<file path="config.mk">
export PLATFORM = sky130hd
export DESIGN_NAME = in_fifo_sync_wide
export DESIGN_NICKNAME = d
export VERILOG_FILES = /design/src/rtl/usb_in_fifo_pkg.sv /design/src/rtl/in_flush_timer.sv /design/src/rtl/in_fifo_sync_wide.sv
export SDC_FILE = /design/constraint.sdc
export NUM_CORES = 1
export LEC_CHECK = 0
export ABC_AREA = 1
export ABC_CLOCK_PERIOD_IN_PS = 5450
export CELL_PAD_IN_SITES_DETAIL_PLACEMENT = 0
export CELL_PAD_IN_SITES_GLOBAL_PLACEMENT = 1
export CORE_MARGIN = 3
export CORE_UTILIZATION = 41
export CTS_CLUSTER_DIAMETER = 50
export DETAILED_ROUTE_END_ITERATION = 10
export PLACE_DENSITY = 0.91
export SYNTH_ARGS = -nofsm -noshare
export SYNTH_HDL_FRONTEND = slang
export SYNTH_SLANG_ARGS = --single-unit
</file>
<file path="constraint.sdc">
create_clock -name clk_i -period 5.45 [get_ports clk_i]
set_clock_uncertainty 0.2 [all_clocks]
set_input_delay 1.3625 -clock clk_i [delete_from_list [all_inputs] [get_ports clk_i]]
set_output_delay 1.3625 -clock clk_i [all_outputs]
set_load 0.02 [all_outputs]
</file>
<file path="src/rtl/usb_in_fifo_pkg.sv">
// Shared definitions for the single-clock IN FIFO.
// Holds the byte width, the ceil_log2 sizing helper, and the widths that the
// default configuration derives from it (IN_LENGTH, PTRW, CNTW). Modules
// recompute the same widths from their own parameters with ceil_log2.
package usb_in_fifo_pkg;

  localparam int BYTE_W = 8;

  // Smallest r with 2**r >= n, never less than 1 so a 1-entry range still
  // gets a real bit.
  function automatic int ceil_log2(input int n);
    for (int r = 1; r < 32; r++) begin
      if ((1 << r) >= n) return r;
    end
    return 32;
  endfunction

  localparam int DEF_IN_MAX_PACKET_SIZE = 8;
  localparam int DEF_APP_BYTES          = 2;
  localparam int DEF_IN_LENGTH          = DEF_IN_MAX_PACKET_SIZE + 1;
  localparam int DEF_PTRW               = ceil_log2(DEF_IN_LENGTH);
  localparam int DEF_CNTW               = ceil_log2(DEF_APP_BYTES + 1);

endpackage

</file>
<file path="src/rtl/in_flush_timer.sv">
// Idle-flush timer for the IN FIFO.
// Tracks whether bytes were written since the packet engine last took a
// snapshot (pending), counts clk_gate ticks while the staging register is
// empty, and emits a one-cycle flush pulse when the count reaches the timeout.
// Ports:
//   clk_i, reset_n_i   clock, asynchronous active-low reset
//   clk_gate_i         bit-rate enable
//   drain_i            a byte moved from staging into the ring this cycle
//   accept_i           an application beat was accepted this cycle
//   in_ready_i         engine snapshot request (qualified by clk_gate_i)
//   stage_empty_i      staging register holds no bytes
//   in_flush_o         one-cycle pulse: send the partial packet now
module in_flush_timer
  import usb_in_fifo_pkg::*;
#(
  parameter int FLUSH_TIMEOUT = 64
) (
  input  logic clk_i,
  input  logic reset_n_i,
  input  logic clk_gate_i,
  input  logic drain_i,
  input  logic accept_i,
  input  logic in_ready_i,
  input  logic stage_empty_i,
  output logic in_flush_o
);

  // A timeout of 0 disables flushing; TMAX keeps the counter sizing legal.
  localparam int TMAX = (FLUSH_TIMEOUT > 0) ? FLUSH_TIMEOUT : 1;
  localparam int TW   = ceil_log2(TMAX + 1);
  localparam bit EN   = (FLUSH_TIMEOUT > 0);

  logic          r_pending;
  logic [TW-1:0] r_idle;
  logic          r_flush;
  logic          w_restart;
  logic          w_idle_tick;

  assign w_restart   = drain_i | accept_i;
  // Counter stops at TMAX, which is what prevents a repeat pulse.
  assign w_idle_tick = clk_gate_i & r_pending & stage_empty_i & (r_idle != TW'(TMAX));

  always_ff @(posedge clk_i or negedge reset_n_i) begin
    if (!reset_n_i) begin
      r_pending <= 1'b0;
      r_idle    <= '0;
      r_flush   <= 1'b0;
    end else begin
      // A drain in the same tick as a snapshot keeps the flag set.
      if (drain_i)                       r_pending <= 1'b1;
      else if (clk_gate_i & in_ready_i)  r_pending <= 1'b0;

      if (w_restart)        r_idle <= '0;
      else if (w_idle_tick) r_idle <= r_idle + TW'(1);

      r_flush <= EN & ~w_restart & w_idle_tick & (r_idle == TW'(TMAX - 1));
    end
  end

  assign in_flush_o = r_flush;

endmodule

</file>
<file path="src/rtl/in_fifo_sync_wide.sv">
// Single-clock IN FIFO with a wide application port.
// The application hands over beats of up to APP_BYTES bytes; a staging
// register drains them one byte per enabled clk_gate tick into a circular
// byte ring read by the IN packet engine. An idle-flush timer asks the engine
// to send a short packet when the application stalls mid-packet.
// Ports:
//   clk_i, reset_n_i        clock, asynchronous active-low reset
//   clk_gate_i              bit-rate enable for all ring-side updates
//   in_full_i               engine reports ring full; hold the staged bytes
//   in_ready_i              engine snapshot of the write pointer
//   app_in_data_i           beat data, byte 0 in the LSBs is sent first
//   app_in_count_i          valid bytes in the beat (clamped to APP_BYTES)
//   app_in_valid_i/ready_o  beat handshake
//   in_fifo_o               ring contents
//   in_last_q_o             ring write pointer
//   in_last_qq_o            write pointer captured at the last snapshot
//   app_in_buffer_empty_o   staging register empty
//   in_flush_o              one-cycle partial-packet flush request
module in_fifo_sync_wide
  import usb_in_fifo_pkg::*;
#(
  parameter  int IN_MAX_PACKET_SIZE = 8,
  parameter  int APP_BYTES          = 2,
  parameter  int FLUSH_TIMEOUT      = 64,
  localparam int IN_LENGTH          = IN_MAX_PACKET_SIZE + 1,
  localparam int PTRW               = ceil_log2(IN_LENGTH),
  localparam int CNTW               = ceil_log2(APP_BYTES + 1)
) (
  input  logic                          clk_i,
  input  logic                          reset_n_i,
  input  logic                          clk_gate_i,
  input  logic                          in_full_i,
  input  logic                          in_ready_i,
  input  logic [BYTE_W*APP_BYTES-1:0]   app_in_data_i,
  input  logic [CNTW-1:0]               app_in_count_i,
  input  logic                          app_in_valid_i,
  output logic                          app_in_ready_o,
  output logic [BYTE_W*IN_LENGTH-1:0]   in_fifo_o,
  output logic [PTRW-1:0]               in_last_q_o,
  output logic [PTRW-1:0]               in_last_qq_o,
  output logic                          app_in_buffer_empty_o,
  output logic                          in_flush_o
);

  // Counts above the beat width load a full beat.
  function automatic logic [CNTW-1:0] clamp_count(input logic [CNTW-1:0] c);
    if (c > CNTW'(APP_BYTES)) return CNTW'(APP_BYTES);
    return c;
  endfunction

  logic [BYTE_W*APP_BYTES-1:0] r_stage_data;
  logic [CNTW-1:0]             r_stage_cnt;
  logic [CNTW-1:0]             r_stage_idx;
  logic [BYTE_W*IN_LENGTH-1:0] r_in_fifo;
  logic [PTRW-1:0]             r_in_last;
  logic [PTRW-1:0]             r_in_last_qq;

  logic [PTRW-1:0]   w_in_last_next;
  logic [BYTE_W-1:0] w_stage_byte;
  logic              w_stage_empty;
  logic              w_drain;
  logic              w_accept;

  assign w_stage_empty = (r_stage_cnt == '0);
  assign w_drain       = clk_gate_i & ~in_full_i & ~w_stage_empty;
  // Ready also while the last staged byte leaves, so beats go back to back.
  assign app_in_ready_o = w_stage_empty | ((r_stage_cnt == CNTW'(1)) & w_drain);
  assign w_accept       = app_in_valid_i & app_in_ready_o;

  assign w_in_last_next = !w_drain ? r_in_last :
                          (r_in_last == PTRW'(IN_LENGTH - 1)) ? '0 :
                          r_in_last + PTRW'(1);

  always_comb begin
    w_stage_byte = '0;
    for (int i = 0; i < APP_BYTES; i++) begin
      if (r_stage_idx == CNTW'(i)) w_stage_byte = r_stage_data[BYTE_W*i +: BYTE_W];
    end
  end

  // Staging register: accept takes priority, since an accept coinciding with
  // a drain only happens when the old beat's last byte is leaving.
  always_ff @(posedge clk_i or negedge reset_n_i) begin
    if (!reset_n_i) begin
      r_stage_data <= '0;
      r_stage_cnt  <= '0;
      r_stage_idx  <= '0;
    end else if (w_accept) begin
      r_stage_data <= app_in_data_i;
      r_stage_cnt  <= clamp_count(app_in_count_i);
      r_stage_idx  <= '0;
    end else if (w_drain) begin
      r_stage_cnt  <= r_stage_cnt - CNTW'(1);
      r_stage_idx  <= r_stage_idx + CNTW'(1);
    end
  end

  // Ring side: write pointer, byte ring, and the engine snapshot, which sees
  // the pointer after this tick's byte has been counted.
  always_ff @(posedge clk_i or negedge reset_n_i) begin
    if (!reset_n_i) begin
      r_in_fifo    <= '0;
      r_in_last    <= '0;
      r_in_last_qq <= '0;
    end else begin
      r_in_last <= w_in_last_next;
      if (clk_gate_i & in_ready_i) r_in_last_qq <= w_in_last_next;
      for (int i = 0; i < IN_LENGTH; i++) begin
        if (w_drain && (r_in_last == PTRW'(i))) r_in_fifo[BYTE_W*i +: BYTE_W] <= w_stage_byte;
      end
    end
  end

  in_flush_timer #(
    .FLUSH_TIMEOUT (FLUSH_TIMEOUT)
  ) u_flush_timer (
    .clk_i         (clk_i),
    .reset_n_i     (reset_n_i),
    .clk_gate_i    (clk_gate_i),
    .drain_i       (w_drain),
    .accept_i      (w_accept),
    .in_ready_i    (in_ready_i),
    .stage_empty_i (w_stage_empty),
    .in_flush_o    (in_flush_o)
  );

  assign in_fifo_o             = r_in_fifo;
  assign in_last_q_o           = r_in_last;
  assign in_last_qq_o          = r_in_last_qq;
  assign app_in_buffer_empty_o = w_stage_empty;

endmodule

</file>
=== Yosys cells after proc, flatten, opt, wreduce, memory -nomap -nowiden ===
Cells that the tools add are included.

* Add/sub/neg operators: 4
* $lt $le $gt $ge: 1
* Equality and inequality tests: 12
* Muxes and demuxes: 16
* Bitwise logic cells: 15
* Reductions and logical operators: 15

{| class="wikitable"
|+ Operators with widths
! operator !! number
|-
| == test 4 x 3 -> 1 bit (second input constant) || 4
|-
| 2-to-1 mux 8 bit || 2
|-
| 2-to-1 mux 7 bit || 2
|-
| 2-to-1 mux 2 bit || 6
|-
| AND 1 bit || 10
|-
| logical AND 1 bit || 9
|-
| == test 4 x 2 -> 1 bit (second input constant) || 2
|-
| 2-to-1 mux 4 bit || 2
|-
| adder 7 x 1 -> 7 bit (second input constant) || 1
|-
| == test 7 x 6 -> 1 bit (second input constant) || 1
|-
| inequality test 7 bit (second input constant) || 1
|-
| nonzero test 2 bit || 3
|-
| adder 4 x 1 -> 4 bit (second input constant) || 1
|-
| == test 2 x 1 -> 1 bit (second input constant) || 2
|-
| == test 4 x 1 -> 1 bit (second input constant) || 1
|-
| == test 4 bit (second input constant) || 1
|-
| zero test 2 bit || 2
|-
| zero test 4 bit || 1
|-
| 2-to-1 mux 1 bit || 4
|-
| NOT 1 bit || 3
|-
| adder 2 x 1 -> 2 bit (second input constant) || 1
|-
| greater-than comparator 2 bit (second input constant) || 1
|-
| OR 1 bit || 2
|-
| subtractor 2 x 1 -> 2 bit (second input constant) || 1
|}

* Register bits: 109
* Input port bits: 24
* Output and inout port bits: 83
* Logic and storage cells: 80

=== Depth between registers and ports, before layout ===
* Depth after elaboration: 10
* Depth in mapped cells: 10

=== Modules after synthesis ===
Synthesis repeated with hierarchy kept, for this count alone.

* Cells, all modules: 553
* Area, all modules: 4902.2 um^2

{| class="wikitable"
|+ By module, submodules not included
! module !! times used !! cells each !! area each (um^2) !! sequential area each (um^2)
|-
| in_fifo_sync_wide || 1 || 483 || 4366.7 || 2502.4
|-
| in_flush_timer || 1 || 70 || 535.5 || 225.2
|}

=== Worst setup path after synthesis ===
OpenSTA, ideal clock, no wires.

* Path type: in2out
* Start point: in in_full_i
* End point: out app_in_ready_o
* Data arrival time: 1.990 ns
* Data required time: 3.888 ns
* Path slack: 1.897 ns
* Stages: 4
* Path buffers: 1
* Cells stage by stage: inv_1 nand2_1 o21ai_2 buf_2

* Word-level cells in the longest chain between the ends: 5

{| class="wikitable"
|+ Ends and longest elaborated chain
! element !! RTL line !! RTL
|-
| start: declaration || in_fifo_sync_wide.sv:32 || <nowiki>input logic in_full_i,</nowiki>
|-
| NOT 1 bit || in_fifo_sync_wide.sv:65 || <nowiki>assign w_drain = clk_gate_i & ~in_full_i & ~w_stage_empty;</nowiki>
|-
| AND 1 bit (2 in a row) || in_fifo_sync_wide.sv:65 ||
|-
| AND 1 bit || in_fifo_sync_wide.sv:67 || <nowiki>assign app_in_ready_o = w_stage_empty | ((r_stage_cnt == CNTW'(1)) & w_drain);</nowiki>
|-
| OR 1 bit || in_fifo_sync_wide.sv:67 ||
|-
| end: declaration || in_fifo_sync_wide.sv:37 || <nowiki>output logic app_in_ready_o,</nowiki>
|}

Every way passes these cells.

=== Final worst setup path ===
* Start point: in clk_gate_i
* End point: out app_in_ready_o

* Word-level cells in the longest chain between the ends: 4

{| class="wikitable"
|+ Ends and longest elaborated chain
! element !! RTL line !! RTL
|-
| start: declaration || in_fifo_sync_wide.sv:31 || <nowiki>input logic clk_gate_i,</nowiki>
|-
| AND 1 bit (2 in a row) || in_fifo_sync_wide.sv:65 ||
|-
| AND 1 bit || in_fifo_sync_wide.sv:67 ||
|-
| OR 1 bit || in_fifo_sync_wide.sv:67 ||
|}

Every way passes these cells.

==> metrics.md <==
| Metric | Value |
|---|---|
| WL met2 | approximately 5.4 mm |
| Min Tclk post-route | about 4.8 ns |
| Hold crit path type | reg -> reg |
| Final count of negative-setup-slack endpoints | 0 |
| Max Cap Viol | 0 |
| H-tree levels | 3 |
| Critical path data arrival time | 3.20 ns |
| RR Startpoint | r_stage_cnt[0] |
| Worst Tran Pin Value | between 1 and 1.5 ns |
| Max-slew violations | 0 |
| Final worst slack | 0.692 ns |
| Place WS | 0.703 ns |
| Final #Nets | 690 |
| Starting Density | between 40% and 50% |
| Hold_buf cts | 0 |
| Worst setup path end | app_in_ready_o |
| Syn avg cell area | 8.90 sq um |
| Die area | about 13000 sq um |
| Vias post-DR | between 3000 and 4000 |
| Cell area after synthesis | 4930 sq um |
| Sequential area share after synthesis | 55.3% |
| Total power | 0.00377 W |
| Grt ovf | 0 |
| Skew-Pair Late Insertion Delay | 0.34 ns |
| RSZ-0062 raised after global routing | no |
| Period Utilization, post-route | 87.3% |
| DRT Wirelength | about 12 mm |
| Kind of critical path | in -> out |
| Synth unique cells | 28 |
| Detailed Place HPWL | 8.19 mm |
| Fin. Hold Viols | 0 |
| GRT Util Overall | 18.0% |
| Clock Tree Root | clkbuf_16 |
| Number of global-route vias before repair | 3705 |
| Syn_nets | between 500 and 600 |
| Crit Path Max Fanout | 12 |
| Largest net degree at the start of global routing | 82 |
| Critical Path Start Type | input pin |
| Initial antenna violation count | 0 |
| CTS Sinks | ~110 |
| Count of input and output buffers | 106 |
| Area growth syn-to-layout | 28.6% |
| YS warnings | 0 |
| Initial DRT Pass Iterations | 4 |
| Met3 routed WL | 759 um |
| Post_cts resized | 0 |
| Final ANT Viol Nets | 0 |
| Worst R2R Path Depth | 7 |
| Diode count | 0 |
| Fmax | between 0.2 and 0.25 GHz |
| Final TNS setup | 0 ns |
| CTS Buffer Depth | 2 |
| FF-to-FF setup slack | between 3 and 4 ns |
| Met1 WL | 5.26 mm |
| Gate Count Post-Synth | 554 |
| I/O pin count | around 110 |
| Layout cells sized above 1 | 8.32% |
| Die Span Y | 116 um |
| Post-CTS Setup Repair Bufs | 0 |
| Clock-pin transition on the worst setup and hold timing paths | 0.07 ns |
| Final Hold Slack | approximately 0.28 ns |
| Vias per inst | 4.78 |
| Synth Register Bits | roughly 110 |
| CP Capture Type | primary output |
| Cell Pwr Density | 594 nW/um^2 |
| Static leakage power | approximately 3.1 nW |
| CTS tree | built |
| Worst Setup SP | clk_gate_i |
| Status | complete, no violations |
| Num CTS Buffers | 9 |
| DR top layer | met4 |
| Site row count | 39 |
| Number of fill cells in the layout | between 1000 and 1500 |
| Drt drc | 0 |
| First-pass GRT wire length | 19.0 mm |
| WL/cell | 14.4 um |
| GPL Wtd Cong | 0.825 |
| Rel. slew slack | 29.2% |
| Core ar. | 11600 sq um |
| Worst ir drop on vdd | 0.229 mV |
| Die Wd | approximately 120 um |
| Worst Path Required | 3.89 ns |
| Initial drt markers | approximately 340 |
| Worst R2R End | in_fifo_o[18] |
-- cell families after synthesis --
family / after synthesis / share of synthesized area [%]
compound gates: 91 / 10.7
buf+inv: 116 / 10.1
simple gates: 225 / 20.8
fa+ha+maj: 10 / 2.54
xor+xnor: 3 / 0.533
flops: 109 / 55.3
-- power by group --
| part | switching [W] | internal, W | leakage, nW | total, W |
|---|---|---|---|---|
| registers | 0.000220 | 0.00115 | 1.28 | 0.00137 |
| logic | 0.00107 | 0.000704 | 1.72 | 0.00177 |
| clock network | 0.000300 | 0.000326 | 0.135 | 0.000627 |
-- worst max-delay path: stages --
cell,delay [ns]
clkdlybuf4s50_1,0.56
nand2_1,0.17
o21ai_2,0.40
clkdlybuf4s50_1,0.70
-- layout make-up --
cell class | instances | area [sq um] | share of cell area, %
Inverter | 100 | 375 | 5.92
Clock inverter | 6 | 46.3 | 0.731
Tap cell | 143 | 179 | 2.82
Multi-Input combinational cell | 329 | 1700 | 26.9
Timing Repair Buffer | 107 | 1070 | 16.8
Clock buffer | 10 | 239 | 3.77
Sequential cell | 109 | 2730 | 43.0
-- cell usage after synthesis --
cell type    n  area, sq um
nor2_2       2         12.5
ha_1        10          125
nand3_1     28          140
nor3_4       7          114
nand3_2      1         10.0
nand4_1      4         25.0
xor2_1       2         17.5
o211ai_1     1         7.51
inv_2        3         11.3
clkbuf_1     3         11.3
nand2_2      3         18.8
o21ai_2     18          158
dfrtp_1    109         2730
o21ai_1      5         25.0
nand2_1    157          589
buf_2        5         25.0
inv_1       96          360
nand2_4      1         11.3
nand3_4      1         17.5
o21ai_0     59          295
buf_4        1         7.51
buf_6        7         78.8
a21oi_1      8         40.0
nor2_1      19         71.3
nor2_4       1         11.3
clkinv_1     1         3.75
nor3_1       1         5.00
xnor2_1      1         8.76
-- per-stage QoR --
stage	instances	utilization (%)	instance area, sq um
6_report	804	54.8	6340
2_1_floorplan	554	-	4930
3_5_place_dp	788	52.3	6050
3_3_place_gp	788	52.3	6050
4_1_cts	804	54.8	6340
5_1_grt	804	54.8	6340
-- per-layer routing --
layer	GRT usage (%)	vias up
met5	0	-
met4	4.49	0
met3	2.56	15
met2	29.4	116
met1	25.7	1794
li1	-	1915
-- state kept, by name, summed over array words and instances, names as in the netlist, 2 cells and up --
register and count:
in_last_qq_o 4, r_stage_data 16, r_stage_cnt 2, in_fifo_o 72, u_flush_timer.r_idle 7, r_stage_idx 2
in_last_q_o 4
-- worst min-delay path by stage --
| stage | start | to | slack (ns) | depth (start not counted) |
|---|---|---|---|---|
| 2_1_floorplan | r_stage_data[0] | r_stage_data[0] | 0.24 | 2 |
| 3_3_place_gp | r_stage_data[1] | r_stage_data[1] | 0.26 | 2 |
| 3_5_place_dp | r_stage_data[1] | r_stage_data[1] | 0.26 | 2 |
| 4_1_cts | r_stage_data[1] | r_stage_data[1] | 0.28 | 2 |
| 5_1_grt | r_stage_data[3] | r_stage_data[3] | 0.31 | 2 |
| 6_report | r_stage_data[1] | r_stage_data[1] | 0.28 | 2 |
-- cell usage in the layout, fill, tap and decap left out, drive strengths merged --
| cell | netlist | routed |
|---|---|---|
| nand2 | 161 | 161 |
| xor2 | 2 | 2 |
| clkdlybuf4s50 | 0 | 105 |
| clkinvlp | 0 | 2 |
| nand3 | 30 | 30 |
| buf | 13 | 2 |
| clkbuf | 3 | 10 |
| o21ai | 82 | 82 |
| a21oi | 8 | 8 |
| clkinv | 1 | 3 |
| xnor2 | 1 | 1 |
| nor2 | 22 | 22 |
| ha | 10 | 10 |
| dfrtp | 109 | 109 |
| nand4 | 4 | 4 |
| inv | 99 | 101 |
| nor3 | 8 | 8 |
| o211ai | 1 | 1 |
No activity file was read; power rests on OpenSTA's default activity.
